File: src/rtl/jtdsp16_do_cache.sv
// Loop cache for the DSP16 "do K {NI}" / "redo K" forms: captures the body from
// the ROM fetch stream on the first pass, then replays it from a small cache.
module jtdsp16_do_cache #(
  parameter int DEPTH = 15,
  parameter int DW    = 16
) (
  input  logic          clk,
  input  logic          rst_n,
  input  logic          cen,
  input  logic          do_start,
  input  logic [10:0]   do_data,
  input  logic          inst_adv,
  input  logic [DW-1:0] rom_dout,
  output logic [DW-1:0] cache_dout,
  output logic          cache_sel,
  output logic          pc_hold,
  output logic          no_int,
  output logic [6:0]    iter_left,
  output logic          err
);

  typedef enum logic [1:0] {IDLE, CAPTURE, REPLAY} state_t;

  state_t        state;
  logic [3:0]    ptr;
  logic [3:0]    last_ni;
  logic [6:0]    k_reg;
  logic [DW-1:0] mem [0:DEPTH-1];

  logic [3:0] ni;
  logic [6:0] k;
  logic       at_end;

  assign ni     = do_data[10:7];
  assign k      = do_data[6:0];
  assign at_end = (ptr == last_ni - 4'd1);

  // Contents are deliberately not reset; only CAPTURE ever writes.
  always_ff @(posedge clk) begin
    if (cen && inst_adv && state == CAPTURE)
      mem[ptr] <= rom_dout;
  end

  assign cache_dout = mem[ptr];

  always_ff @(posedge clk or negedge rst_n) begin
    if (!rst_n) begin
      state     <= IDLE;
      ptr       <= 4'd0;
      last_ni   <= 4'd0;
      k_reg     <= 7'd0;
      iter_left <= 7'd0;
      err       <= 1'b0;
      cache_sel <= 1'b0;
      pc_hold   <= 1'b0;
      no_int    <= 1'b0;
    end else if (cen) begin
      err <= 1'b0;
      case (state)
        IDLE: begin
          if (do_start) begin
            if (ni != 4'd0) begin
              last_ni <= ni;
              k_reg   <= k;
              ptr     <= 4'd0;
              no_int  <= 1'b1;
              state   <= CAPTURE;
            end else if (last_ni != 4'd0) begin
              // redo: K passes in total, all from the cache
              ptr       <= 4'd0;
              iter_left <= (k == 7'd0) ? 7'd0 : k - 7'd1;
              cache_sel <= 1'b1;
              pc_hold   <= 1'b1;
              no_int    <= 1'b1;
              state     <= REPLAY;
            end else begin
              err <= 1'b1;
            end
          end
        end
        CAPTURE: begin
          err <= do_start;
          if (inst_adv) begin
            if (at_end) begin
              ptr <= 4'd0;
              if (k_reg <= 7'd1) begin
                no_int <= 1'b0;
                state  <= IDLE;
              end else begin
                iter_left <= k_reg - 7'd2;
                cache_sel <= 1'b1;
                pc_hold   <= 1'b1;
                state     <= REPLAY;
              end
            end else begin
              ptr <= ptr + 4'd1;
            end
          end
        end
        REPLAY: begin
          err <= do_start;
          if (inst_adv) begin
            if (at_end) begin
              ptr <= 4'd0;
              if (iter_left != 7'd0) begin
                iter_left <= iter_left - 7'd1;
              end else begin
                cache_sel <= 1'b0;
                pc_hold   <= 1'b0;
                no_int    <= 1'b0;
                state     <= IDLE;
              end
            end else begin
              ptr <= ptr + 4'd1;
            end
          end
        end
        default: state <= IDLE;
      endcase
    end
  end

endmodule

File: config.mk
export PLATFORM = sky130hd
export DESIGN_NAME = jtdsp16_do_cache
export DESIGN_NICKNAME = d
export VERILOG_FILES = /design/src/rtl/jtdsp16_do_cache.sv
export SDC_FILE = /design/constraint.sdc
export NUM_CORES = 1
export LEC_CHECK = 0
export CAP_MARGIN = 20
export CORE_AREA = 4 4 208 190
export CTS_BUF_LIST = sky130_fd_sc_hd__clkbuf_4 sky130_fd_sc_hd__clkbuf_8 sky130_fd_sc_hd__clkbuf_16
export DETAILED_ROUTE_END_ITERATION = 8
export DIE_AREA = 0 0 212 194
export DONT_BUFFER_PORTS = 1
export GPL_ROUTABILITY_DRIVEN = 0
export PLACE_DENSITY_LB_ADDON = 0.05
export SLEW_MARGIN = 15
export SYNTH_ARGS = -nofsm -noshare
export SYNTH_HDL_FRONTEND = slang
export SYNTH_SLANG_ARGS = --single-unit
File: constraint.sdc
create_clock -name clk -period 3.5 [get_ports clk]
set_input_delay 0.35 -clock clk [delete_from_list [all_inputs] [get_ports clk]]
set_output_delay 0.35 -clock clk [all_outputs]
set_load 0.05 [all_outputs]
==> metrics.log <==
INFO  metric fmax = 301 MHz
INFO  metric yosysUniqueCellTypes = 54
INFO  metric cp-startpoint = ptr[0]
INFO  metric routed_wl = 28500 µm
INFO  metric period_needed = 3.32 ns
INFO  metric placedInstanceArea = 0.0119 mm²
INFO  metric yosysSeqAreaShare = 70.9%
INFO  metric setup_viol = 0
INFO  metric placeableCoreArea = 0.0371 mm²
INFO  metric number_of_flops_mapped_to_enable_cells_by_yosys = 240
INFO  metric postSynthCellCount = 607
INFO  metric drc_errors = 0
INFO  metric initial_antenna_violation_count = 1
INFO  metric synth_top_area_cell = edfxtp_1
INFO  metric largest_reg_flops = 240
INFO  metric mappedNetlistArea = 0.0111 mm²
INFO  metric wire_length_of_the_first_global_routing_pass = 42400 µm
INFO  metric drtAntennaViolNets = 0
INFO  metric dieArea = 0.0411 mm²
INFO  metric worstHoldStart = do_data[0]
INFO  metric ys_warn_count = 0
INFO  metric routed-via-count = 5714
INFO  metric insertedDiodeCount = 0
INFO  metric grt_usage = 13.8%
INFO  metric drt-vias-per-instance = 4.83
INFO  metric total_half_perimeter_wirelength_after_legalization_and_detailed_placement = 17900 µm
INFO  metric p_leak = 0.00427 µW
INFO  metric critical_path_required = 3.15 ns
INFO  metric drive_above_1_share = 26.9%
INFO  metric synthFlopType = edfxtp_1
INFO  metric grt_setup_unrepaired = false
INFO  metric worst_setup_start_kind = register
INFO  metric synth_top_area_share = 64.9%
INFO  metric worst_path_most_repeated_cell = mux4_2
INFO  metric first_iter_violations = 394
INFO  metric setup_slack = 0.176 ns
INFO  metric avgRoutedWirePerCell = 24.1 µm
INFO  metric final.fill_count = 3494
INFO  metric critical_path.max_stage_delay = 0.74 ns
INFO  metric grt_start_max_net_pins = 41
INFO  metric crit_type = reg -> out
INFO  metric worst_pin_slew = 0.935 ns
INFO  metric hold_viol_final = 0
INFO  metric clkLatencyLatePin = 0.58 ns
INFO  metric flow.area_growth_from_synthesis = 19.1%
INFO  metric worstPathBufferInverterCount = 1
INFO  metric pwr_density_cell = 777 mW/mm²
INFO  metric min-delay-path-class = in -> reg
INFO  metric timing.critical_path.slowest_stage_cell = dfrtp_4
INFO  metric floorplan.initialDensity = 29.9%
INFO  metric std_cell_rows = 67
INFO  metric crit_path_cell_trace = buf_4 > mux4_2 > mux4_2
INFO  metric grt_overflow_total = 0
INFO  metric totalNegativeSetupSlack = 0 ns
INFO  metric clk_transition_reported_paths = 0.06 ns
INFO  metric timing.final.max_slew_violations = 0
INFO  metric fp.dieW = 212 µm
INFO  metric pre_cts_slack = 0.734 ns
INFO  metric grt_pass1_vias = 6206
INFO  metric fin_area = 0.0132 mm²
INFO  metric worstPathArrival = 2.97 ns
INFO  metric synth.top_cells.by_area = edfxtp_1, mux4_2, dfrtp_1, mux2i_1, ha_1
INFO  metric ctsLongestPathBuffers = 3
INFO  metric ys_seq_elements = 267
INFO  metric critical_path.max_fanout = 24
INFO  metric die_h = 194 µm
INFO  metric synth_nets = 653
INFO  metric cts_tree = done
INFO  metric synthMostInstantiatedCell = edfxtp_1
INFO  metric numClockSinks = 267
INFO  metric power.ir.vdd_worst = 0.000369 V
INFO  metric asyncSetResetFlopFracSynth = 10.1%
INFO  metric cts.root.buffer_cell = clkbuf_16
INFO  metric tritoncts.num_buffers = 31
INFO  metric crit_reg_reg_startpoint = state[1]
INFO  metric synthesis.area_per_instance = 18.3 µm²
INFO  metric htree_num_levels = 1
INFO  metric design.final.nets = 721
INFO  metric min_period_over_period = 95.0%
INFO  metric setup_crit_end_kind = output pin
INFO  metric drt_pre_antenna_iters = 4
INFO  metric slew-limit-headroom = 37.7%
INFO  metric critPathTopFamily = multiplexers
INFO  metric timing.max_cap.violations = 0
INFO  metric pin_count = 59
INFO  metric placement.io_buffers = 0
INFO  metric timing.clock.skew = 0.0168 ns
INFO  metric run_status = complete, no violations
INFO  metric synth_commonest_cells = edfxtp_1, mux4_2, nand2_1
[routing by layer]
layer | part of all wire [%] | vias to the layer above | GRT usage, %
met5 | 0.046 | - | 0
met2 | 47 | 91 | 22.1
li1 | - | 2564 | -
met3 | 4.1 | 34 | 2.49
met1 | 47 | 3023 | 20.0
met4 | 1.7 | 2 | 2.74
[path summary, 6_finish.rpt]
path                       slack, ns       endpoint  depth (start not counted)
setup / recovery                0.18  cache_dout[8]                          3
hold / removal                  0.05   iter_left[0]                          3
setup reg to reg                0.83     mem[1][15]                          6
hold reg to reg                 0.56     last_ni[3]                          1
max in group asynchronous       3.11         ptr[1]                          2
min in group asynchronous       0.20   iter_left[3]                          2
[tightest hold or removal path, stage by stage]
cell,delay [ns]
nor3_1,0.03
a21oi_1,0.12
mux2i_1,0.09
[where the power goes]
part	internal [µW]	switching (µW)	total, µW	leakage, µW
combinational	1170	1700	2870	0.00129
sequential	3680	551	4230	0.00248
clock	1890	1300	3200	0.000500
[cell usage in the layout (no fill, tap or decap), drive strengths merged, types with 3 or more instances in the layout]
master,n
a211oi,3
a21oi,10
buf,35
bufinv,3
clkbuf,37
clkinv,14
dfrtp,27
dlygate4sd3,30
edfxtp,240
ha,14
inv,23
mux2,13
mux2i,22
mux4,62
nand2,33
nand2b,4
nand3,3
nor2,20
nor3,13
nor4,3
o211ai,3
o21ai,31
o22ai,3
o31ai,4
or3,6
or4,4
xnor2,8
xor2,7
[layout make-up]
class | instances | area, µm² | area share, %
clock inverters | 21 | 193 | 1.46
repair buffers | 65 | 601 | 4.54
clock buffers | 37 | 821 | 6.20
well taps | 483 | 604 | 4.56
inverters | 21 | 78.8 | 0.595
multi-input cells | 289 | 3050 | 23.1
flip-flops and latches | 267 | 7890 | 59.6
[timing repair]
item,CTS,global route
endpoints found under the hold margin,279,0
hold buffers,31,0
buffers inserted,0,0
resized for setup,0,0
setup endpoints to repair,0,0
[logic make-up (layout without fill, tap and decap cells)]
family | Yosys count | after routing | synth area share [%]
AOI/OAI and AO/OA | 66 | 66 | 3.74
adders and majority gates | 14 | 14 | 1.58
and+or+nand+nor | 97 | 97 | 4.44
xor gates and xnor gates | 15 | 15 | 1.32
muxes | 97 | 97 | 16.0
buffers and inverters | 51 | 144 | 2.03
DFF | 267 | 267 | 70.9
[per-stage QoR]
step / total power (µW) / hold WS (ns) / utilization (%) / std cells
after floorplan: 6430 / 0.0544 / - / 607
after global placement: 7160 / 0.0552 / 32.1 / 1094
after detailed placement: 7150 / 0.0552 / 32.1 / 1094
after CTS: 10500 / 0.0183 / 35.6 / 1183
after global routing: 10800 / 0.0696 / 35.6 / 1183
final: 10300 / 0.0485 / 35.6 / 1183
Power figures use the tool's default switching activity.
